==> src/rtl/bsg_age_tracker_pkg.sv <==
// bsg_age_tracker_pkg: shared types and helpers for the age tracker.
//   age_state_e : per-lane state (e_age_idle, e_age_pend)
//   ts_max()    : largest age value a ts_width-bit counter can hold
package bsg_age_tracker_pkg;

    typedef enum logic {
        e_age_idle = 1'b0,
        e_age_pend = 1'b1
    } age_state_e;

    function automatic int unsigned ts_max(input int unsigned width);
        return (32'd1 << width) - 32'd1;
    endfunction

endpackage

==> src/rtl/bsg_age_tracker_lane.sv <==
// bsg_age_tracker_lane: IDLE/PEND state and age counter for one client lane.
// Ports:
//   clk_i, reset_n_i : clock, asynchronous active-low reset
//   v_i              : client request level
//   grant_i          : lane granted this cycle (grant bit already qualified by ready)
//   sat_any_i        : some ungranted pending lane sits at max age (rescale build only)
//   sat_o            : this lane is ungranted, pending and at max age (rescale build only)
//   req_o            : lane is pending (registered)
//   yumi_o           : request consumed this cycle
//   drop_err_o       : client dropped v_i while pending and ungranted
//   age_o            : lane age, 0 while idle
// Build option: BSG_AGE_TRACKER_RESCALE_EN enables halving ages when any lane saturates.
module bsg_age_tracker_lane
    import bsg_age_tracker_pkg::*;
#(
    parameter int ts_width_p = 4
) (
    input  logic                  clk_i,
    input  logic                  reset_n_i,
    input  logic                  v_i,
    input  logic                  grant_i,
`ifdef BSG_AGE_TRACKER_RESCALE_EN
    input  logic                  sat_any_i,
    output logic                  sat_o,
`endif
    output logic                  req_o,
    output logic                  yumi_o,
    output logic                  drop_err_o,
    output logic [ts_width_p-1:0] age_o
);

    localparam logic [ts_width_p-1:0] max_lp = ts_width_p'(ts_max(ts_width_p));
    localparam logic [ts_width_p-1:0] one_lp = ts_width_p'(1);

    age_state_e            state_q, state_d;
    logic [ts_width_p-1:0] age_q, age_d, age_inc;
    logic                  pend, at_max;

    always_comb begin
        pend       = (state_q == e_age_pend);
        at_max     = (age_q == max_lp);
        req_o      = pend;
        yumi_o     = pend & grant_i;
        drop_err_o = pend & ~v_i & ~grant_i;
        age_o      = pend ? age_q : '0;
`ifdef BSG_AGE_TRACKER_RESCALE_EN
        sat_o      = pend & ~grant_i & at_max;
        // Halving every waiting lane together keeps older lanes ahead of newer ones.
        age_inc    = sat_any_i ? (age_q >> 1) + one_lp : age_q + one_lp;
`else
        age_inc    = at_max ? age_q : age_q + one_lp;
`endif
        state_d    = pend ? (grant_i ? e_age_idle : e_age_pend)
                          : (v_i ? e_age_pend : e_age_idle);
        age_d      = (pend & ~grant_i) ? age_inc : '0;
    end

    always_ff @(posedge clk_i or negedge reset_n_i) begin
        if (!reset_n_i) begin
            state_q <= e_age_idle;
            age_q   <= '0;
        end else begin
            state_q <= state_d;
            age_q   <= age_d;
        end
    end

endmodule

==> src/rtl/bsg_age_tracker.sv <==
// bsg_age_tracker: client-side front end for bsg_age_arb; turns client valid
// levels into registered requests plus per-lane ages, and closes handshakes on grant.
// Ports:
//   clk_i, reset_n_i : clock, asynchronous active-low reset
//   v_i / yumi_o     : client request levels / per-client consume strobes
//   ready_i          : downstream can take a grant; passed through as arb_ready_o
//   reqs_o, ts_o     : registered request vector and packed lane ages to the arbiter
//   grants_i         : grant vector from the arbiter
//   err_o            : sticky protocol error (multi-grant, idle grant, dropped valid)
// Build option: BSG_AGE_TRACKER_RESCALE_EN enables age rescaling on saturation.
module bsg_age_tracker
    import bsg_age_tracker_pkg::*;
#(
    parameter int inputs_p   = 4,
    parameter int ts_width_p = 4
) (
    input  logic                           clk_i,
    input  logic                           reset_n_i,
    input  logic [inputs_p-1:0]            v_i,
    output logic [inputs_p-1:0]            yumi_o,
    input  logic                           ready_i,
    output logic                           arb_ready_o,
    output logic [inputs_p-1:0]            reqs_o,
    output logic [inputs_p*ts_width_p-1:0] ts_o,
    input  logic [inputs_p-1:0]            grants_i,
    output logic                           err_o
);

    logic [inputs_p-1:0]   grant_v, drop_err;
    logic [ts_width_p-1:0] age [inputs_p];
    logic                  multi_grant, idle_grant;
    logic                  err_q, err_d;
`ifdef BSG_AGE_TRACKER_RESCALE_EN
    logic [inputs_p-1:0]   sat;
    logic                  sat_any;
    assign sat_any = |sat;
`endif

    for (genvar k = 0; k < inputs_p; k++) begin : g_lane
        bsg_age_tracker_lane #(
            .ts_width_p(ts_width_p)
        ) u_lane (
            .clk_i      (clk_i),
            .reset_n_i  (reset_n_i),
            .v_i        (v_i[k]),
            .grant_i    (grant_v[k]),
`ifdef BSG_AGE_TRACKER_RESCALE_EN
            .sat_any_i  (sat_any),
            .sat_o      (sat[k]),
`endif
            .req_o      (reqs_o[k]),
            .yumi_o     (yumi_o[k]),
            .drop_err_o (drop_err[k]),
            .age_o      (age[k])
        );
        assign ts_o[k*ts_width_p +: ts_width_p] = age[k];
    end

    always_comb begin
        grant_v     = grants_i & {inputs_p{ready_i}};
        // x & (x-1) is nonzero exactly when more than one bit is set.
        multi_grant = |(grants_i & (grants_i - inputs_p'(1)));
        idle_grant  = |(grants_i & ~reqs_o);
        err_d       = err_q | (ready_i & (multi_grant | idle_grant)) | (|drop_err);
    end

    always_ff @(posedge clk_i or negedge reset_n_i) begin
        if (!reset_n_i) err_q <= 1'b0;
        else            err_q <= err_d;
    end

    assign err_o       = err_q;
    assign arb_ready_o = ready_i;

endmodule

==> config.mk <==
export PLATFORM = sky130hd
export DESIGN_NAME = bsg_age_tracker
export DESIGN_NICKNAME = d
export VERILOG_FILES = /design/src/rtl/bsg_age_tracker_pkg.sv /design/src/rtl/bsg_age_tracker_lane.sv /design/src/rtl/bsg_age_tracker.sv
export SDC_FILE = /design/constraint.sdc
export NUM_CORES = 1
export LEC_CHECK = 0
export CORE_ASPECT_RATIO = 2
export CORE_MARGIN = 4
export CORE_UTILIZATION = 47
export CTS_BUF_LIST = sky130_fd_sc_hd__clkbuf_16
export DETAILED_ROUTE_END_ITERATION = 8
export HOLD_SLACK_MARGIN = 0.06
export PLACE_DENSITY = 0.79
export SYNTH_ARGS = -nofsm -noshare
export SYNTH_HDL_FRONTEND = slang
export SYNTH_HIERARCHICAL = 1
export SYNTH_SLANG_ARGS = --single-unit
==> constraint.sdc <==
create_clock -name clk_i -period 1.9 [get_ports clk_i]
set_input_delay 0.475 -clock clk_i [delete_from_list [all_inputs] [get_ports clk_i]]
set_output_delay 0.475 -clock clk_i [all_outputs]
set_load 0.02 [all_outputs]
==> results.ini, run 1 <==
[status]
status = completed

[critical_path]
cp.required_ps = 1420
r2r_slack_ps = 400
critPathMaxStageDelay_ps = 480
crit_chain = clkdlybuf4s50_1 -> and2_4 -> and2_1 -> buf_2
arrival_ps = 1380
critPathTopFamily = buffers and inverters
timing.rr.start = g_lane[0].u_lane/req_o$_DFF_PN0_
crit_path_start_kind = input port
rr_endpoint = err_o$_DFF_PN0_
critPathBufInv = 2
worst_setup_path_end_kind = primary output
cpMaxStageDelayCell = clkdlybuf4s50_1
critical_path_class = in -> out
path_max_fanout = 4
reg2reg_depth = 6

[timing]
worst_slew_pin_slew_ps = 276.2
max_freq_mhz = 539.0
hold_viol_final = 0
min_period_over_period_pct = 97.65
fin_skew_ps = 1.772
tns_ps = 0
slew_viol_final = 0
min_period_ps = 1855
setup_viol = 0
hold_slack_ps = 575.9
relSlewSlack_pct = 81.33

[floorplanning]
rows = 26
die_area_um2 = 3766
die_y_um = 82.88
pin_count = 37
core_um2 = 2635
initial_core_util_pct = 50.00
die_x_um = 45.44

[clock_tree]
clock_sinks = 21
cts_hold_buf = 0
clock_latency_ps = 250
clock_path_buffers = 2
cts-buffers-inserted = 3
cts_tree = yes
clk_pin_slew_ps = 60
cts_root_buffer = clkbuf_16
htree_levels = 1

[global_routing]
grt_pass1_vias = 1216
grt_pass1_wl_mm = 5.347
met2_usage_pct = 33.76
grt_overflow = 0
grtUsageMet3_pct = 2.814
grt_max_degree = 22
grt.met1_usage_pct = 20.03
antenna_found_initial = 0
groute.usage.overall_pct = 18.21
top_usage_layer = met2

[synthesis]
netlist_area_um2 = 1318
ys_ff_latch = 21
yosysWarnings = 6
ys_types = 26
syn_inst = 133
synthesis.nets = 148
synth_area_per_cell_um2 = 9.906
yosysTopAreaCell = dfrtp_1
yosys-top-cells-area = dfrtp_1 (40%), and2_1 (9.5%), nand3b_1 (4.6%)
synth.yosys.seq_area_share_pct = 39.89
synth_top_area_share_pct = 39.89

[layout]
fill_cells = 210
nets = 206
syn2layout_area_growth_pct = 45.77
num_antenna_cells = 0
final_common_cell = buf_4
layout-drive-gt1-share_pct = 28.42
multi_input_area_um2 = 774.5
finish.instance_area_um2 = 1921
stdcell_count = 218
regArea_um2 = 535.5
final_cell_mix = buf_4 (19), and2_1 (18), clkdlybuf4s50_1 (14)

[run]
drv_cap = 0

[routing]
drtIter0Drc = 10
route.detailed.drc = 0
routed-via-count = 1231
routed_wl_mm = 3.347
vias_per_cell = 5.647
wl_per_cell_um = 15.35
ant_nets = 0
drt-pass1-iter-count = 4

[placed_design]
hpwl_mm = 2.545
routabilityCongestion = 0.7385
io_buffers = 36
dp.cells = 212
dpl_cell_area_um2 = 1826

[worst_hold_path]
min_path_type = in -> async

[pwr]
peakVddDrop_uv = 586.4
powerDensity_nw_per_um2 = 907.8
total_leakage_power_nw = 1.032
power_w = 0.001744

## synthesized netlist by cell type
library cell	n
a31o_1	4
nand2b_2	4
a31oi_1	5
mux2i_1	4
a211oi_2	4
nand3_1	4
and3_1	4
nand3b_1	8
or3_1	1
buf_4	1
and2_2	4
nand2b_1	1
nand4_1	4
or4_4	1
dfrtp_1	21
nor2b_1	5
nor2_2	1
inv_1	4
a21oi_1	5
ha_1	4
nor2_1	9
o21ai_0	4
nor4b_1	2
and2_1	20
and3b_1	4
nor3_2	5
## worst reg2reg max path, cell delays in order (launching register included)
cell      delay (ps)
dfrtp_2          450
buf_4            170
nand2b_2          70
nor2_1            40
or4_4            490
nor3_2           110
a31oi_1           50
## worst max-delay path by stage
stage	from	depth (start not counted)	endpoint	slack, ps
after detailed placement	ready_i	4	yumi_o[1]	-520
after CTS	g_lane[0].u_lane/age_q[0]$_DFFE_PN0P_	2	ts_o[0]	0.8
after floorplan	grants_i[1]	6	err_o$_DFF_PN0_	300
after global routing	g_lane[3].u_lane/req_o$_DFF_PN0_	2	reqs_o[3]	-1
final	grants_i[1]	4	yumi_o[1]	40
after global placement	ready_i	4	yumi_o[0]	-520
## flip-flops by register name, summed over array words and instances, names as in the netlist
name                 count
err_o                    1
g_lane.u_lane/age_q     16
g_lane.u_lane/req_o      4
## kinds of logic after synthesis
kind of cell             Yosys count  synth area share, %
buffers and inverters              5                1.709
multiplexers                       4                3.039
flip-flops                        21                39.89
AND/OR/NAND/NOR                   77                39.32
adder cells (fa/ha/maj)            4                3.799
AO/OA/AOI/OAI                     22                12.25
## metal layers
metal  wire [um]  up-vias
met2        1880       35
met1        1272      598
li1            -      594
met3         149        4
met4          45        0
met5           0        -
## per-stage QoR
stage               util (%)  setup WS [ps]
floorplan                  -          297.7
global placement       69.28         -515.8
detailed placement     69.28         -516.1
CTS                    71.94         0.8327
global route           72.89         -1.210
finish                 72.89          44.68
## where the power goes
group	switching, W	internal, W	leakage, nW
combinational	0.000330	0.000318	0.730
sequential	0.000123	0.000535	0.260
clock	0.000158	0.000280	0.0423
total	0.000611	0.00113	1.03
## area by class of cell
type                    instances  area share, %
well taps                      28          1.824
multi-input cells             107          40.33
clock buffers                   3          3.909
flip-flops and latches         21          27.88
clock inverters                 1         0.1954
repair buffers                 54          25.08
inverters                       4         0.7818
## what timing repair did
action | 4_1_cts | 5_1_grt
endpoints found under the setup margin | 23 | 10
gates resized for setup | 35 | 10
buffers inserted | 2 | 0
(Power assumes the default switching activity.)
==> inputs of run 2 (changes only) <==
CORE_UTILIZATION = 30   (was 47)
CTS_CLUSTER_SIZE = 10   (was default)
PLACE_DENSITY = default   (was 0.79)
==> results.ini, run 2 (synthesis gave the netlist of run 1 again) <==
[run]
drv_cap = 0

[clock_tree]
cts_hold_buf = 0
cts-buffers-inserted = 3
cts_tree = yes
clk_pin_slew_ps = 60
clock_path_buffers = 2
post_cts_buffers = 0
clock_latency_ps = 250
cts_root_buffer = clkbuf_16
clock_sinks = 21
htree_levels = 1

[placed_design]
hpwl_mm = 2.353
dp.cells = 235
routabilityCongestion = 0.7977
io_buffers = 36

[timing]
min_period_over_period_pct = 95.99
worst_slew_pin_slew_ps = 279.9
min_period_ps = 1824
hold_viol_final = 0
relSlewSlack_pct = 81.34
fin_skew_ps = 2.681
max_freq_mhz = 548.3
rsz0062_at_grt = no
hold_slack_ps = 568.1
slew_viol_final = 0
setup_viol = 0

[floorplanning]
pin_count = 37
rows = 33
initial_core_util_pct = 31.59
core_um2 = 4170
die_y_um = 101.7
die_x_um = 54.86
die_area_um2 = 5580

[global_routing]
grt.met1_usage_pct = 14.90
met2_usage_pct = 20.62
grtUsageMet3_pct = 1.473
grt_overflow = 0
grt_max_degree = 22
top_usage_layer = met2
groute.usage.overall_pct = 12.04
grt_pass1_vias = 1187
grt_pass1_wl_mm = 5.195
antenna_found_initial = 0

[layout]
multi_input_area_um2 = 777.0
final_cell_mix = and2_1 (17), dfrtp_1 (16), buf_4 (16), dlygate4sd2_1 (16), clkdlybuf4s50_1 (11)
largest_reg_flops = 16
stdcell_count = 239
top_register = g_lane.u_lane/age_q
regArea_um2 = 531.8
nets = 203
num_antenna_cells = 0
final_common_cell = and2_1
layout-drive-gt1-share_pct = 26.74
syn2layout_area_growth_pct = 45.49
fill_cells = 427

[critical_path]
critical_path_class = in -> out
worst_setup_path_end_kind = primary output
arrival_ps = 1350
crit_path_start_kind = input port
cp.required_ps = 1420
path_max_fanout = 2

[routing]
routed-via-count = 1184
ant_nets = 0
routed_wl_mm = 2.971
vias_per_cell = 4.954
drt-pass1-iter-count = 4
wl_per_cell_um = 12.43
drtIter0Drc = 11
route.detailed.drc = 0

[status]
status = completed

[pwr]
powerDensity_nw_per_um2 = 883.1
peakVddDrop_uv = 595.0
power_w = 0.001693
total_leakage_power_nw = 0.9785

[worst_hold_path]
min_path_type = in -> async

==> run 2: cell types whose count changed in the layout (fill, tap and decap cells not counted), sizes merged <==
cell / change
dlygate4sd2: +5
inv: -1
buf: -3
clkinv: +1
clkdlybuf4s50: -3
dlymetal6s2s: -2
==> run 2: layer usage <==
metal  vias up  part of all wire [%]  wire [um]
met5         -                     0          0
met4         0                  0.77         23
met3         2                   5.5        163
met2        29                    53       1580
met1       560                    41       1204
li1        593                     -          -
==> run 2: layout make-up <==
type / count / area share (%)
multi-input combinational: 107 / 40.54
sequential: 21 / 27.74
timing repair buffer: 51 / 23.37
clock buffer: 3 / 3.916
tap: 52 / 3.394
inverter: 4 / 0.7833
clock inverter: 1 / 0.2611
==> run 2: path summary, 6_finish.rpt <==
path | startpoint | end | slack (ps) | cells past startpoint
worst max-delay path | grants_i[2] | yumi_o[2] | 80 | 4
worst min-delay path | reset_n_i | g_lane[2].u_lane/age_q[1]$_DFFE_PN0P_ | 570 | 2
worst max register to register | g_lane[1].u_lane/req_o$_DFF_PN0_ | err_o$_DFF_PN0_ | 350 | 6
worst min register to register | g_lane[2].u_lane/age_q[1]$_DFFE_PN0P_ | g_lane[2].u_lane/age_q[1]$_DFFE_PN0P_ | 610 | 2
max in group asynchronous | reset_n_i | g_lane[1].u_lane/age_q[3]$_DFFE_PN0P_ | 1090 | 2
min in group clk_i | g_lane[2].u_lane/age_q[1]$_DFFE_PN0P_ | g_lane[2].u_lane/age_q[1]$_DFFE_PN0P_ | 610 | 2
==> run 2: through the flow <==
step                      utilization [%]  area [um2]  TNS [ps]  worst slack, ps
after floorplan                         -        1318         0            297.7
after global placement              44.31        1848     -2745           -575.4
after detailed placement            44.31        1848     -2856           -583.9
after CTS                           45.48        1897    -12.74           -12.74
after global routing                45.96        1917         0            25.92
final                               45.96        1917         0            76.17
==> run 2: worst max-delay path, stage by stage <==
cell and delay, ps:
clkdlybuf4s50_1 460, and2_1 130, and2_1 120, buf_2 150
==> run 2: report_power, final <==
part / internal (W) / total (W) / switching, W / leakage, nW
sequential: 0.000531 / 0.000654 / 0.000123 / 0.263
combinational: 0.000296 / 0.000597 / 0.000302 / 0.675
clock: 0.000282 / 0.000441 / 0.000159 / 0.0409
==> run 2: timing repair <==
| action | in CTS | in global routing |
|---|---|---|
| gates resized for setup | 38 | 8 |
| pin swaps | 0 | 1 |
| endpoints found under the setup margin | 20 | 4 |
| cloned | 0 | 0 |
==> inputs of run 3 (changes only) <==
SKIP_CTS_REPAIR_TIMING = 1   (was default)
clock period = 1.8 ns   (was 1.9 ns; I/O delays follow)
==> results.ini, run 3 (synthesis gave the netlist of run 1 again) <==
[critical_path]
arrival_ps = 1320
crit_path_start_kind = input port
path_max_fanout = 2
worst_setup_path_end_kind = primary output
cp.required_ps = 1350
critical_path_class = in -> out

[routing]
drtIter0Drc = 13
route.detailed.drc = 0
wl_met3_um = 173
wl_met1_mm = 1.240
wl_per_cell_um = 13.05
routed_wl_mm = 3.146
top_layer_used = met4
routed-via-count = 1199
ant_nets = 0
wl_met2_mm = 1.706
vias_per_cell = 4.975
drt-pass1-iter-count = 2

[global_routing]
grt_pass1_vias = 1255
grt_overflow = 0
grt_pass1_wl_mm = 5.402
antenna_found_initial = 0
grt_max_degree = 22
groute.usage.overall_pct = 12.68

[pwr]
total_leakage_power_nw = 1.203
pwr-share-comb_pct = 36.6
p_int_w = 0.001199
p_sw_share_pct = 34.13
switchingPower_w = 0.0006213
powerDensity_nw_per_um2 = 902.1
clkPwrFrac_pct = 25.5
peakVddDrop_uv = 545.4
p_seq_share_pct = 37.9

[floorplanning]
die_area_um2 = 5580
die_y_um = 101.7
rows = 33
initial_core_util_pct = 31.59
die_x_um = 54.86
pin_count = 37
core_um2 = 4170

[clock_tree]
htree_levels = 1
clock_sinks = 21
cts-buffers-inserted = 3
cts_tree = yes
cts_root_buffer = clkbuf_16
clock_latency_ps = 250
clk_pin_slew_ps = 60
clock_path_buffers = 2

[timing]
worst_slew_pin_slew_ps = 304.0
min_period_ps = 1769
hold_viol_final = 0
hold_slack_ps = 543.7
rsz0062_at_grt = no
setup_viol = 0
fin_skew_ps = 1.563
relSlewSlack_pct = 79.66
min_period_over_period_pct = 98.28
max_freq_mhz = 565.3
slew_viol_final = 0

[placed_design]
routabilityCongestion = 0.7997
hpwl_mm = 2.443
io_buffers = 36

[layout]
num_antenna_cells = 0
fill_cells = 409
largest_reg_flops = 16
final_cell_mix = dlymetal6s2s_1 (22), buf_4 (18), and2_1 (16)
top_register = g_lane.u_lane/age_q
layout-drive-gt1-share_pct = 30.16
nets = 205
syn2layout_area_growth_pct = 53.18
finish.utilization_pct = 48.39
final_common_cell = dlymetal6s2s_1

[run]
drv_cap = 0

[status]
status = completed

[worst_hold_path]
min_path_type = in -> async

[run 3: cell type report]
class	count	area [um2]	share of cell area [%]
Inverter	4	15.01	0.7440
Tap cell	52	65.06	3.224
Timing Repair Buffer	53	531.8	26.35
Clock buffer	3	75.07	3.720
Multi-Input combinational cell	107	789.5	39.12
Sequential cell	21	538.0	26.66
Clock inverter	1	3.754	0.1860
[run 3: per-layer routing]
layer	global-route usage, %	up-vias
met3	1.473	2
met1	15.12	575
met2	22.35	27
li1	-	595
met5	0	-
met4	4.223	0
[run 3: per-stage QoR]
step           total power, W  worst slack, ps  setup TNS [ps]  instance area [um2]  instances
2_1_floorplan        0.001018            222.7               0                 1318        133
3_3_place_gp         0.001358           -614.7           -3155                 1863        237
3_5_place_dp         0.001378           -628.8           -3545                 1863        237
4_1_cts              0.001851           -628.8           -4811                 1942        241
5_1_grt              0.001954          0.09259               0                 2018        241
6_report             0.001821            30.97               0                 2018        241
[run 3: power groups by stage]
stage | sequential (W) | clock [W] | combinational, W
detailed placement | 0.000695 | 0 | 0.000683
global route | 0.000714 | 0.000502 | 0.000738
CTS | 0.000688 | 0.000478 | 0.000685
finish | 0.000690 | 0.000463 | 0.000667
global placement | 0.000689 | 0 | 0.000669
floorplan | 0.000705 | 0 | 0.000312
[run 3: worst paths after layout]
check                                                           start                                    end  slack, ps  cells after the start
worst max-delay path                                      grants_i[2]                              yumi_o[2]         30                      4
worst min-delay path                                        reset_n_i  g_lane[2].u_lane/age_q[1]$_DFFE_PN0P_        540                      2
worst max register to register       g_lane[1].u_lane/req_o$_DFF_PN0_                        err_o$_DFF_PN0_        220                      6
worst min register to register  g_lane[3].u_lane/age_q[1]$_DFFE_PN0P_  g_lane[3].u_lane/age_q[1]$_DFFE_PN0P_        610                      2
max in group asynchronous                                   reset_n_i  g_lane[1].u_lane/age_q[3]$_DFFE_PN0P_       1010                      2
min in group clk_i                                            ready_i                        err_o$_DFF_PN0_        600                      3
[run 3: worst max-delay path, stage by stage]
cell             delay [ps]
clkdlybuf4s50_1         480
and2_4                  140
and2_1                  130
buf_6                   120
